## src/rtl/mem_ctrl_pkg.sv

```systemverilog
// Shared definitions for the memory controller: FSM state encoding,
// access-length encoding and a helper that turns a length code into a
// byte count.
package mem_ctrl_pkg;

    typedef enum logic [1:0] {
        ST_IDLE = 2'd0,
        ST_RD   = 2'd1,
        ST_WR   = 2'd2,
        ST_DONE = 2'd3
    } state_t;

    localparam logic [1:0] LEN_BYTE = 2'd0;
    localparam logic [1:0] LEN_HALF = 2'd1;
    localparam logic [1:0] LEN_WORD = 2'd2;

    // Byte count for a length code; the reserved code 3 behaves as a word.
    function automatic logic [2:0] len_bytes(input logic [1:0] len);
        case (len)
            LEN_BYTE: len_bytes = 3'd1;
            LEN_HALF: len_bytes = 3'd2;
            default:  len_bytes = 3'd4;
        endcase
    endfunction

endpackage

```

## src/rtl/mem_ctrl_if.sv

```systemverilog
// Bus bundle between the pipeline requesters, the memory controller and the
// byte-wide RAM. The controller takes the slave view; the environment
// (requesters plus RAM) takes the master view.
interface mem_ctrl_if #(
    parameter int ADDR_W = 32
) ();

    // Instruction-fetch port
    logic              if_req;
    logic [ADDR_W-1:0] if_addr;
    logic              if_done;
    logic [31:0]       if_rdata;

    // Load/store port
    logic              mem_req;
    logic              mem_we;
    logic [1:0]        mem_len;
    logic [ADDR_W-1:0] mem_addr;
    logic [31:0]       mem_wdata;
    logic              mem_done;
    logic [31:0]       mem_rdata;

    // Byte-wide RAM port (read data valid one cycle after the address)
    logic [ADDR_W-1:0] ram_a;
    logic              ram_wr;
    logic [7:0]        ram_dout;
    logic [7:0]        ram_din;

    modport slave (
        input  if_req, if_addr,
        input  mem_req, mem_we, mem_len, mem_addr, mem_wdata,
        input  ram_din,
        output if_done, if_rdata,
        output mem_done, mem_rdata,
        output ram_a, ram_wr, ram_dout
    );

    modport master (
        output if_req, if_addr,
        output mem_req, mem_we, mem_len, mem_addr, mem_wdata,
        output ram_din,
        input  if_done, if_rdata,
        input  mem_done, mem_rdata,
        input  ram_a, ram_wr, ram_dout
    );

endinterface

```

## src/rtl/mem_ctrl.sv

```systemverilog
// Memory controller: arbitrates an instruction-fetch port and a load/store
// port onto a single byte-wide RAM. Multi-byte accesses are serialised one
// byte per cycle, little-endian, with the address wrapping at 2^ADDR_W.
// Load/store wins over fetch when both request in the same cycle.
module mem_ctrl
    import mem_ctrl_pkg::*;
#(
    parameter int ADDR_W = 32
) (
    input  logic      clk,
    input  logic      rst,
    mem_ctrl_if.slave bus
);

    localparam logic [ADDR_W-1:0] ADDR_ONE = {{(ADDR_W-1){1'b0}}, 1'b1};

    state_t            state_q;
    logic [2:0]        cnt_q;        // bytes issued/written so far
    logic [2:0]        n_q;          // byte count of current transaction
    logic              owner_mem_q;  // 1: load/store owns it, 0: fetch
    logic [31:0]       wdata_q;
    logic [ADDR_W-1:0] ram_a_q;
    logic              ram_wr_q;
    logic [7:0]        ram_dout_q;
    logic              if_done_q;
    logic              mem_done_q;
    logic [31:0]       if_rdata_q;
    logic [31:0]       mem_rdata_q;

    logic              accept_d;
    logic              owner_mem_d;
    logic              we_d;
    logic [ADDR_W-1:0] base_d;
    logic [2:0]        n_d;
    logic [1:0]        lane_d;
    logic [1:0]        wr_idx_d;

    // Acceptance mux (load/store has priority) and byte-lane indices.
    always_comb begin
        accept_d    = bus.mem_req | bus.if_req;
        owner_mem_d = bus.mem_req;
        we_d        = bus.mem_req & bus.mem_we;
        base_d      = bus.mem_req ? bus.mem_addr : bus.if_addr;
        n_d         = bus.mem_req ? len_bytes(bus.mem_len) : 3'd4;
        // Read data returned now belongs to the address issued one cycle ago.
        lane_d      = cnt_q[1:0] - 2'd1;
        // Next store byte to put on the RAM bus.
        wr_idx_d    = cnt_q[1:0] + 2'd1;
    end

    // FSM, byte counter, lane assembler and registered outputs.
    always_ff @(posedge clk or negedge rst) begin
        if (!rst) begin
            state_q     <= ST_IDLE;
            cnt_q       <= 3'd0;
            n_q         <= 3'd0;
            owner_mem_q <= 1'b0;
            wdata_q     <= 32'd0;
            ram_a_q     <= '0;
            ram_wr_q    <= 1'b0;
            ram_dout_q  <= 8'd0;
            if_done_q   <= 1'b0;
            mem_done_q  <= 1'b0;
            if_rdata_q  <= 32'd0;
            mem_rdata_q <= 32'd0;
        end else begin
            // Done strobes are single-cycle unless set below.
            if_done_q  <= 1'b0;
            mem_done_q <= 1'b0;

            case (state_q)
                ST_IDLE: begin
                    if (accept_d) begin
                        owner_mem_q <= owner_mem_d;
                        n_q         <= n_d;
                        cnt_q       <= 3'd0;
                        wdata_q     <= bus.mem_wdata;
                        ram_a_q     <= base_d;
                        if (we_d) begin
                            state_q    <= ST_WR;
                            ram_wr_q   <= 1'b1;
                            ram_dout_q <= bus.mem_wdata[7:0];
                        end else begin
                            state_q <= ST_RD;
                        end
                    end
                end

                ST_RD: begin
                    // Keep issuing addresses; the one-cycle RAM latency
                    // means the lane captured trails the address by one.
                    ram_a_q <= ram_a_q + ADDR_ONE;
                    cnt_q   <= cnt_q + 3'd1;
                    if (cnt_q != 3'd0) begin
                        if (owner_mem_q) begin
                            if (cnt_q == 3'd1)
                                mem_rdata_q <= {24'd0, bus.ram_din};
                            else
                                mem_rdata_q[{lane_d, 3'b000} +: 8] <= bus.ram_din;
                        end else begin
                            if (cnt_q == 3'd1)
                                if_rdata_q <= {24'd0, bus.ram_din};
                            else
                                if_rdata_q[{lane_d, 3'b000} +: 8] <= bus.ram_din;
                        end
                    end
                    if (cnt_q == n_q) begin
                        state_q    <= ST_DONE;
                        mem_done_q <= owner_mem_q;
                        if_done_q  <= ~owner_mem_q;
                    end
                end

                ST_WR: begin
                    if (cnt_q == n_q - 3'd1) begin
                        state_q    <= ST_DONE;
                        ram_wr_q   <= 1'b0;
                        mem_done_q <= owner_mem_q;
                        if_done_q  <= ~owner_mem_q;
                    end else begin
                        cnt_q      <= cnt_q + 3'd1;
                        ram_a_q    <= ram_a_q + ADDR_ONE;
                        ram_dout_q <= wdata_q[{wr_idx_d, 3'b000} +: 8];
                    end
                end

                ST_DONE: begin
                    // No acceptance here; a still-high request is taken in IDLE.
                    state_q <= ST_IDLE;
                    cnt_q   <= 3'd0;
                end

                default: state_q <= ST_IDLE;
            endcase
        end
    end

    assign bus.if_done   = if_done_q;
    assign bus.if_rdata  = if_rdata_q;
    assign bus.mem_done  = mem_done_q;
    assign bus.mem_rdata = mem_rdata_q;
    assign bus.ram_a     = ram_a_q;
    assign bus.ram_wr    = ram_wr_q;
    assign bus.ram_dout  = ram_dout_q;

endmodule

```

## src/flat_wrapper.sv

```systemverilog
// flat-port wrapper written by rule: the top's interface ports become plain ports
module mem_ctrl_flat import mem_ctrl_pkg::*;
#(
    parameter int ADDR_W = 32
)
  (clk, rst, bus_if_req, bus_if_addr, bus_mem_req, bus_mem_we, bus_mem_len, bus_mem_addr, bus_mem_wdata, bus_ram_din, bus_if_done, bus_if_rdata, bus_mem_done, bus_mem_rdata, bus_ram_a, bus_ram_wr, bus_ram_dout);
  mem_ctrl_if #(.ADDR_W(ADDR_W)) bus_i ();
  input  logic clk;
  input  logic rst;
  input wire logic [$bits(bus_i.if_req)-1:0] bus_if_req;
  input wire logic [$bits(bus_i.if_addr)-1:0] bus_if_addr;
  input wire logic [$bits(bus_i.mem_req)-1:0] bus_mem_req;
  input wire logic [$bits(bus_i.mem_we)-1:0] bus_mem_we;
  input wire logic [$bits(bus_i.mem_len)-1:0] bus_mem_len;
  input wire logic [$bits(bus_i.mem_addr)-1:0] bus_mem_addr;
  input wire logic [$bits(bus_i.mem_wdata)-1:0] bus_mem_wdata;
  input wire logic [$bits(bus_i.ram_din)-1:0] bus_ram_din;
  output wire logic [$bits(bus_i.if_done)-1:0] bus_if_done;
  output wire logic [$bits(bus_i.if_rdata)-1:0] bus_if_rdata;
  output wire logic [$bits(bus_i.mem_done)-1:0] bus_mem_done;
  output wire logic [$bits(bus_i.mem_rdata)-1:0] bus_mem_rdata;
  output wire logic [$bits(bus_i.ram_a)-1:0] bus_ram_a;
  output wire logic [$bits(bus_i.ram_wr)-1:0] bus_ram_wr;
  output wire logic [$bits(bus_i.ram_dout)-1:0] bus_ram_dout;
  assign bus_i.if_req = bus_if_req;
  assign bus_i.if_addr = bus_if_addr;
  assign bus_i.mem_req = bus_mem_req;
  assign bus_i.mem_we = bus_mem_we;
  assign bus_i.mem_len = bus_mem_len;
  assign bus_i.mem_addr = bus_mem_addr;
  assign bus_i.mem_wdata = bus_mem_wdata;
  assign bus_i.ram_din = bus_ram_din;
  assign bus_if_done = bus_i.if_done;
  assign bus_if_rdata = bus_i.if_rdata;
  assign bus_mem_done = bus_i.mem_done;
  assign bus_mem_rdata = bus_i.mem_rdata;
  assign bus_ram_a = bus_i.ram_a;
  assign bus_ram_wr = bus_i.ram_wr;
  assign bus_ram_dout = bus_i.ram_dout;
  mem_ctrl #(.ADDR_W(ADDR_W)) u_core (.clk(clk), .rst(rst), .bus(bus_i));
endmodule
```

## config.mk

```make
export PLATFORM = sky130hd
export DESIGN_NAME = mem_ctrl_flat
export DESIGN_NICKNAME = d
export VERILOG_FILES = /design/src/rtl/mem_ctrl_pkg.sv /design/src/rtl/mem_ctrl_if.sv /design/src/rtl/mem_ctrl.sv /design/src/flat_wrapper.sv
export SDC_FILE = /design/constraint.sdc
export NUM_CORES = 1
export LEC_CHECK = 0
export ABC_AREA = 1
export BUFFER_PORTS_ARGS = -buffer_cell sky130_fd_sc_hd__buf_4
export CAP_MARGIN = 20
export CORE_MARGIN = 2
export CORE_UTILIZATION = 40
export CTS_CLUSTER_SIZE = 14
export DETAILED_ROUTE_END_ITERATION = 8
export PLACE_DENSITY = 0.64
export RECOVER_POWER = 100
export SLEW_MARGIN = 20
export SYNTH_ARGS = -nofsm -noshare
export SYNTH_HDL_FRONTEND = slang
export SYNTH_SLANG_ARGS = --single-unit
```

## constraint.sdc

```tcl
create_clock -name clk -period 1.9 [get_ports clk]
set_clock_uncertainty 0.1 [all_clocks]
set_input_delay 0.095 -clock clk [delete_from_list [all_inputs] [get_ports clk]]
set_output_delay 0.095 -clock clk [all_outputs]
set_load 0.005 [all_outputs]
```

; After elaboration in Yosys (flattened, before gate mapping)
; Cells that the tools add are included.
[classes]
eq_ne = 12
n_reduce_logical = 13
n_mux = 32
add_sub_neg = 6
shift = 3
bitwise_logic = 3
[op_table]
columns = operator, count
row1 = 2-to-1 mux 32 bit, 5
row2 = case mux 32 bit (3 select lines), 1
row3 = bitwise mux 32 bit, 2
row4 = adder 32 x 1 -> 32 bit (second input constant), 1
row5 = variable shift 8 x 7 -> 32 bit (first input constant), 1
row6 = variable part select 32 x 6 -> 8 bit, 1
row7 = variable part select 8 x 7 -> 32 bit, 1
row8 = 2-to-1 mux 8 bit, 3
row9 = case mux 8 bit (2 select lines), 1
row10 = case mux 3 bit (4 select lines), 1
row11 = AND reduction 3 bit, 4
row12 = 2-to-1 mux 3 bit, 3
row13 = 2-to-1 mux 2 bit, 4
row14 = != test 2 x 1 -> 1 bit (second input constant), 4
row15 = case mux 2 bit (4 select lines), 1
row16 = AND reduction 4 bit, 2
row17 = 2-to-1 mux 1 bit, 7
row18 = negator 5 -> 7 bit, 1
row19 = == test 3 bit, 2
row20 = case mux 1 bit (2 select lines), 3
row21 = case mux 3 bit (2 select lines), 1
row22 = nonzero test 3 bit, 2
row23 = == test 2 x 1 -> 1 bit (second input constant), 2
row24 = == test 2 bit (second input constant), 2
row25 = other kinds (12), 14
[word_totals]
regBits = 148
inputBits = 111

; Depth between registers and ports, before layout
[depth]
depth_word = 5
mapped_depth = 13

; Worst setup path before layout
; OpenSTA, ideal clock, no wires.
[synth_path]
path_kind = reg-to-reg
startpoint = register u_core.cnt_q[0]
endpoint = register u_core.if_rdata_q[0] (netlist: u_core.bus.if_rdata[0])
arrival_time_ns = 1.805
setup_ns = 0.125
n_path_buf = 0
stages_incl_launch_ff = 8
slack_ns = -0.130
path_cell_list = dfrtp_1 -> inv_2 -> ha_1 -> nand2_1 -> clkinv_1 -> a31oi_2 -> nor2_1 -> mux2_2
[synth_via]
elab_chain_len = 5
elab_cells_between_ends = 9
classes_between = add/sub: 2 / eq/ne: 1 / shift: 2 / mux: 2 / reduce/logical: 2
[synth_rtl]
columns = element, line_no
row1 = from (decl), mem_ctrl.sv:18  ; logic [2:0] cnt_q;
row2 = from (signal assigned), mem_ctrl.sv:93  ; cnt_q <= cnt_q + 3'd1;
row3 = from (signal assigned), mem_ctrl.sv:121  ; cnt_q <= cnt_q + 3'd1;
row4 = subtractor 2 x 1 -> 2 bit, mem_ctrl.sv:46  ; lane_d = cnt_q[1:0] - 2'd1;
row5 = negator 5 -> 7 bit, mem_ctrl.sv:104  ; if_rdata_q[{lane_d, 3'b000} +: 8] <= bus.ram_din;
row6 = variable part select 8 x 7 -> 32 bit / variable shift 8 x 7 -> 32 bit (equally long branches), mem_ctrl.sv:104
row7 = bitwise mux 32 bit, mem_ctrl.sv:104
row8 = 2-to-1 mux 32 bit, mem_ctrl.sv:101  ; if (cnt_q == 3'd1)
row9 = to (signal assigned), mem_ctrl.sv:102  ; if_rdata_q <= {24'd0, bus.ram_din};
row10 = "to (signal, indexed assignment)", mem_ctrl.sv:104
row11 = to (decl), mem_ctrl.sv:27  ; logic [31:0] if_rdata_q;
; Parallel ways exist; a longest one is shown, timed or not.
; A chain may end at the register's enable or synchronous reset.

; Worst setup path in the final report
[layout_path]
startpoint = register u_core.n_q[1]
endpoint = register u_core.ram_dout_q[3] (netlist: u_core.bus.ram_dout[3])
[layout_via]
elab_chain_len = 4
[layout_rtl]
columns = element, line_no
row1 = from (decl), mem_ctrl.sv:19  ; logic [2:0] n_q;
row2 = from (signal assigned), mem_ctrl.sv:75  ; n_q <= n_d;
row3 = subtractor 3 x 1 -> 3 bit, mem_ctrl.sv:115  ; if (cnt_q == n_q - 3'd1) begin
row4 = == test 3 bit, mem_ctrl.sv:115
row5 = != test 2 bit (no line), n/a
row6 = AND reduction 4 bit (no line), n/a
row7 = to (signal assigned), mem_ctrl.sv:82  ; ram_dout_q <= bus.mem_wdata[7:0];
row8 = to (signal assigned), mem_ctrl.sv:123  ; ram_dout_q <= wdata_q[{wr_idx_d, 3'b000} +: 8];
row9 = to (decl), mem_ctrl.sv:24  ; logic [7:0] ram_dout_q;
; Every way passes these cells.

==> results.toml <==
[run_status]
outcome = "finished, final reports clean"

[logic_synthesis]
synth_area_sq_mm = 0.00796
yosys_warnings = 0
synth_fp_nets = 1228
syn_avg_cell_area_sq_um = 7.19
syn_inst = 1107
seq_area_frac_synth_pct = 46.6
synth_seq_cells = 148
synth.distinct_cells = 34

[timing]
fin_crit_ns = 1.85
maxSlewHeadroom_pct = 27.9
rsz0062_at_grt = "yes"
max_freq_ghz = 0.541
setup_viol_count_final = 0
final_max_slew_viol_count = 0
hold_viol_final = 0
setup_tns_ns = 0
fin_crit_sh_pct = 97.3
tightest_slew_ns = 1.08

[routing]
wire_per_inst_um = 14.3
vias_per_cell = 4.84
dr.pass1.iters = 6
drt_iter0_drc = 497
wl_mm = 24.6
drc = 0
drtAntennaViolNets = 0
vias = 8294

[worst_setup_path]
crit_path_max_incr_delay_ns = 0.36
r2r_start = "u_core.n_q[1]"
path_max_fanout = 8
r2r_end = "u_core.bus.ram_dout[3]"
cp-end-kind = "flop"
crit_path_top_delay_cell = "dfrtp_1"
cp-start-kind = "flop"
crit_required_ns = 2.11
crit_top_cell = "nand2_1"
cp.arrival_ns = 2.06
path_class = "reg2reg"
rr_worst_depth = 12
ff2ff_setup_slack_ns = 0.05
cp_cell_sequence = "inv_2 -> ha_4 -> inv_2 -> nand2_1 -> nand2_1 -> nor2_2 -> nand3_2 -> buf_6 -> nand2_4 -> clkinvlp_4 -> nand2_2 -> nand2_1"

[layout]
nFillCells = 1813
syn_to_final_growth_pct = 47.4
diodes = 0
final_nets = 1557
fin_area_sq_mm = 0.0117
drive_above_1_share_pct = 25.1

[place]
dpl_cell_area_sq_mm = 0.0102
io_buffers = 217
routabilityCongestion = 0.891
dp_hpwl_mm = 17.1

[pwr]
ir_worst_vdd_uv = 1100
p_leak_nw = 5.77
finalPower_w = 0.0191
p_per_area_mw_per_mm2 = 1630

[clock_network]
numCtsBuffers = 17
cts_buffer_depth = 2
root_buffer = "clkbuf_16"
cts_tree = "built"
clock-sinks = 148
cts.htree.levels = 4
path_clk_slew_ns = 0.07
clock_latency_ns = 0.42

[run]
max-cap-violations = 0

[hold_path]
min_from = "bus_if_addr[9]"
whs_path_depth = 7
worstHoldEndpoint = "u_core.bus.ram_a[9]"
hold_path.class = "in2reg"

[global_route]
overflow = 0
grt_use_total_pct = 23.2
grt_pass1_wl_mm = 39.6
antenna_found_initial = 0
first_global_vias = 7857
grt_max_degree = 48

[floorplan]
die_w_um = 145
start_util_pct = 40.9
pin_count = 218
die_y_um = 145
fp-row-count = 51
dieArea_sq_mm = 0.0210
core_sq_mm = 0.0195
[cells in the final DEF (no fill, tap or decap), types with 17 or more instances in the layout]
cell type      Yosys  layout
clkbuf_4           0      92
nor2_1           168     158
clkbuf_16          0      17
inv_1            126     119
dfrtp_1          148     147
o21ai_0          123     123
buf_4              6     146
nand3_1           43      40
dlygate4sd3_1      0      72
nand2_1          351     344
a21oi_1           25      20
clkbuf_1          20      19
[cell type report]
type	instances	area (sq um)	area share, %
Sequential cell	148	3700	31.6
Clock buffer	19	453	3.86
Multi-Input combinational cell	791	3810	32.5
Timing Repair Buffer	346	2800	23.8
Inverter	132	508	4.33
Clock inverter	13	124	1.06
Tap cell	265	332	2.83
[logic make-up (layout without fill, tap and decap cells)]
logic type      Yosys count  after routing  share of synthesized area [%]
flops                   148            148                           46.6
xor+xnor                  1              1                          0.110
fa+ha+maj                10             10                           1.57
buf+inv                 168            510                           8.49
compound gates          169            169                           11.2
simple gates            595            595                           29.8
mux                      16             16                           2.26
[repair_timing]
item | in CTS | in global routing
pin swaps | 1 | 4
resized for setup | 4 | 77
hold buffers | 72 | 0
endpoints found under the hold margin | 225 | 0
setup buffers | 0 | 4
endpoints found under the setup margin | 57 | 105
gates cloned | 0 | 3
[through the flow]
step,utilization [%],hold slack [ns],std cells,worst slack (ns)
floorplan,-,-0.301,1107,0.00754
global placement,52.3,-0.0595,1603,-0.0783
detailed placement,52.3,-0.0594,1603,-0.128
CTS,59.1,0.00274,1707,0.00897
global route,60.2,0.0278,1714,-0.0488
finish,60.2,0.000452,1714,0.0504
[state kept, by name, summed over array words and instances, names as in the netlist]
| register | flops |
|---|---|
| u_core.bus.if_rdata | 32 |
| u_core.bus.ram_dout | 8 |
| u_core.bus.mem_rdata | 32 |
| u_core.bus.if_done | 1 |
| u_core.cnt_q | 3 |
| u_core.owner_mem_q | 1 |
| u_core.n_q | 3 |
| u_core.state_q | 2 |
| u_core.bus.mem_done | 1 |
| u_core.bus.ram_wr | 1 |
| u_core.bus.ram_a | 32 |
| u_core.wdata_q | 32 |
[where the power goes]
group / switching (W) / total (W) / internal (W)
registers: 0.00119 / 0.00588 / 0.00469
logic: 0.00566 / 0.00990 / 0.00423
clock network: 0.00141 / 0.00330 / 0.00189
[cell usage after synthesis (all sizes together)]
| cell type | count | share of area [%] |
|---|---|---|
| nand2 | 356 | 17 |
| nor2 | 173 | 8.3 |
| dfrtp | 148 | 47 |
| inv | 130 | 6.1 |
| o21ai | 125 | 7.9 |
| nand3 | 44 | 2.8 |
| a21oi | 27 | 1.8 |
| clkbuf | 20 | 0.94 |
| buf | 16 | 1.3 |
| mux2 | 16 | 2.3 |
| ha | 10 | 1.6 |
| nand4 | 10 | 0.79 |
| o22ai | 10 | 0.79 |
| nor3 | 9 | 0.57 |
| o21bai | 3 | 0.28 |
| clkinv | 2 | 0.094 |
| or2 | 2 | 0.16 |
| a21boi | 1 | 0.14 |
| a31oi | 1 | 0.16 |
| nand3b | 1 | 0.094 |
| o211ai | 1 | 0.094 |
| o32ai | 1 | 0.11 |
| xnor2 | 1 | 0.11 |
[worst max-delay path, delay by kind of cell, from the launching register on]
family | cells | cell delay, ns
flip-flops | 1 | 0.36
adder cells (fa/ha/maj) | 1 | 0.27
buffers and inverters | 4 | 0.43
AND/OR/NAND/NOR | 7 | 0.59
[layer usage]
layer / wire length [um] / GRT usage, % / vias up / share of wire, %
li1: - / - / 4140 / -
met5: 0 / 0 / - / 0
met2: 12100 / 38.9 / 248 / 49
met4: 495 / 7.52 / 0 / 2.0
met3: 1250 / 4.21 / 34 / 5.1
met1: 10800 / 30.4 / 3872 / 44
[how the worst max path moves through the flow]
stage / start / end / slack [ns]
finish: u_core.n_q[1] / u_core.bus.ram_dout[3] / 0.05
global route: u_core.n_q[1] / u_core.bus.ram_dout[3] / -0.05
CTS: u_core.state_q[1] / u_core.bus.mem_rdata[0] / 0.009
detailed placement: u_core.state_q[1] / u_core.bus.ram_a[0] / -0.13
global placement: u_core.n_q[0] / u_core.bus.ram_a[21] / -0.08
floorplan: u_core.cnt_q[0] / u_core.bus.if_rdata[0] / 0.008
(Power assumes the default switching activity.)
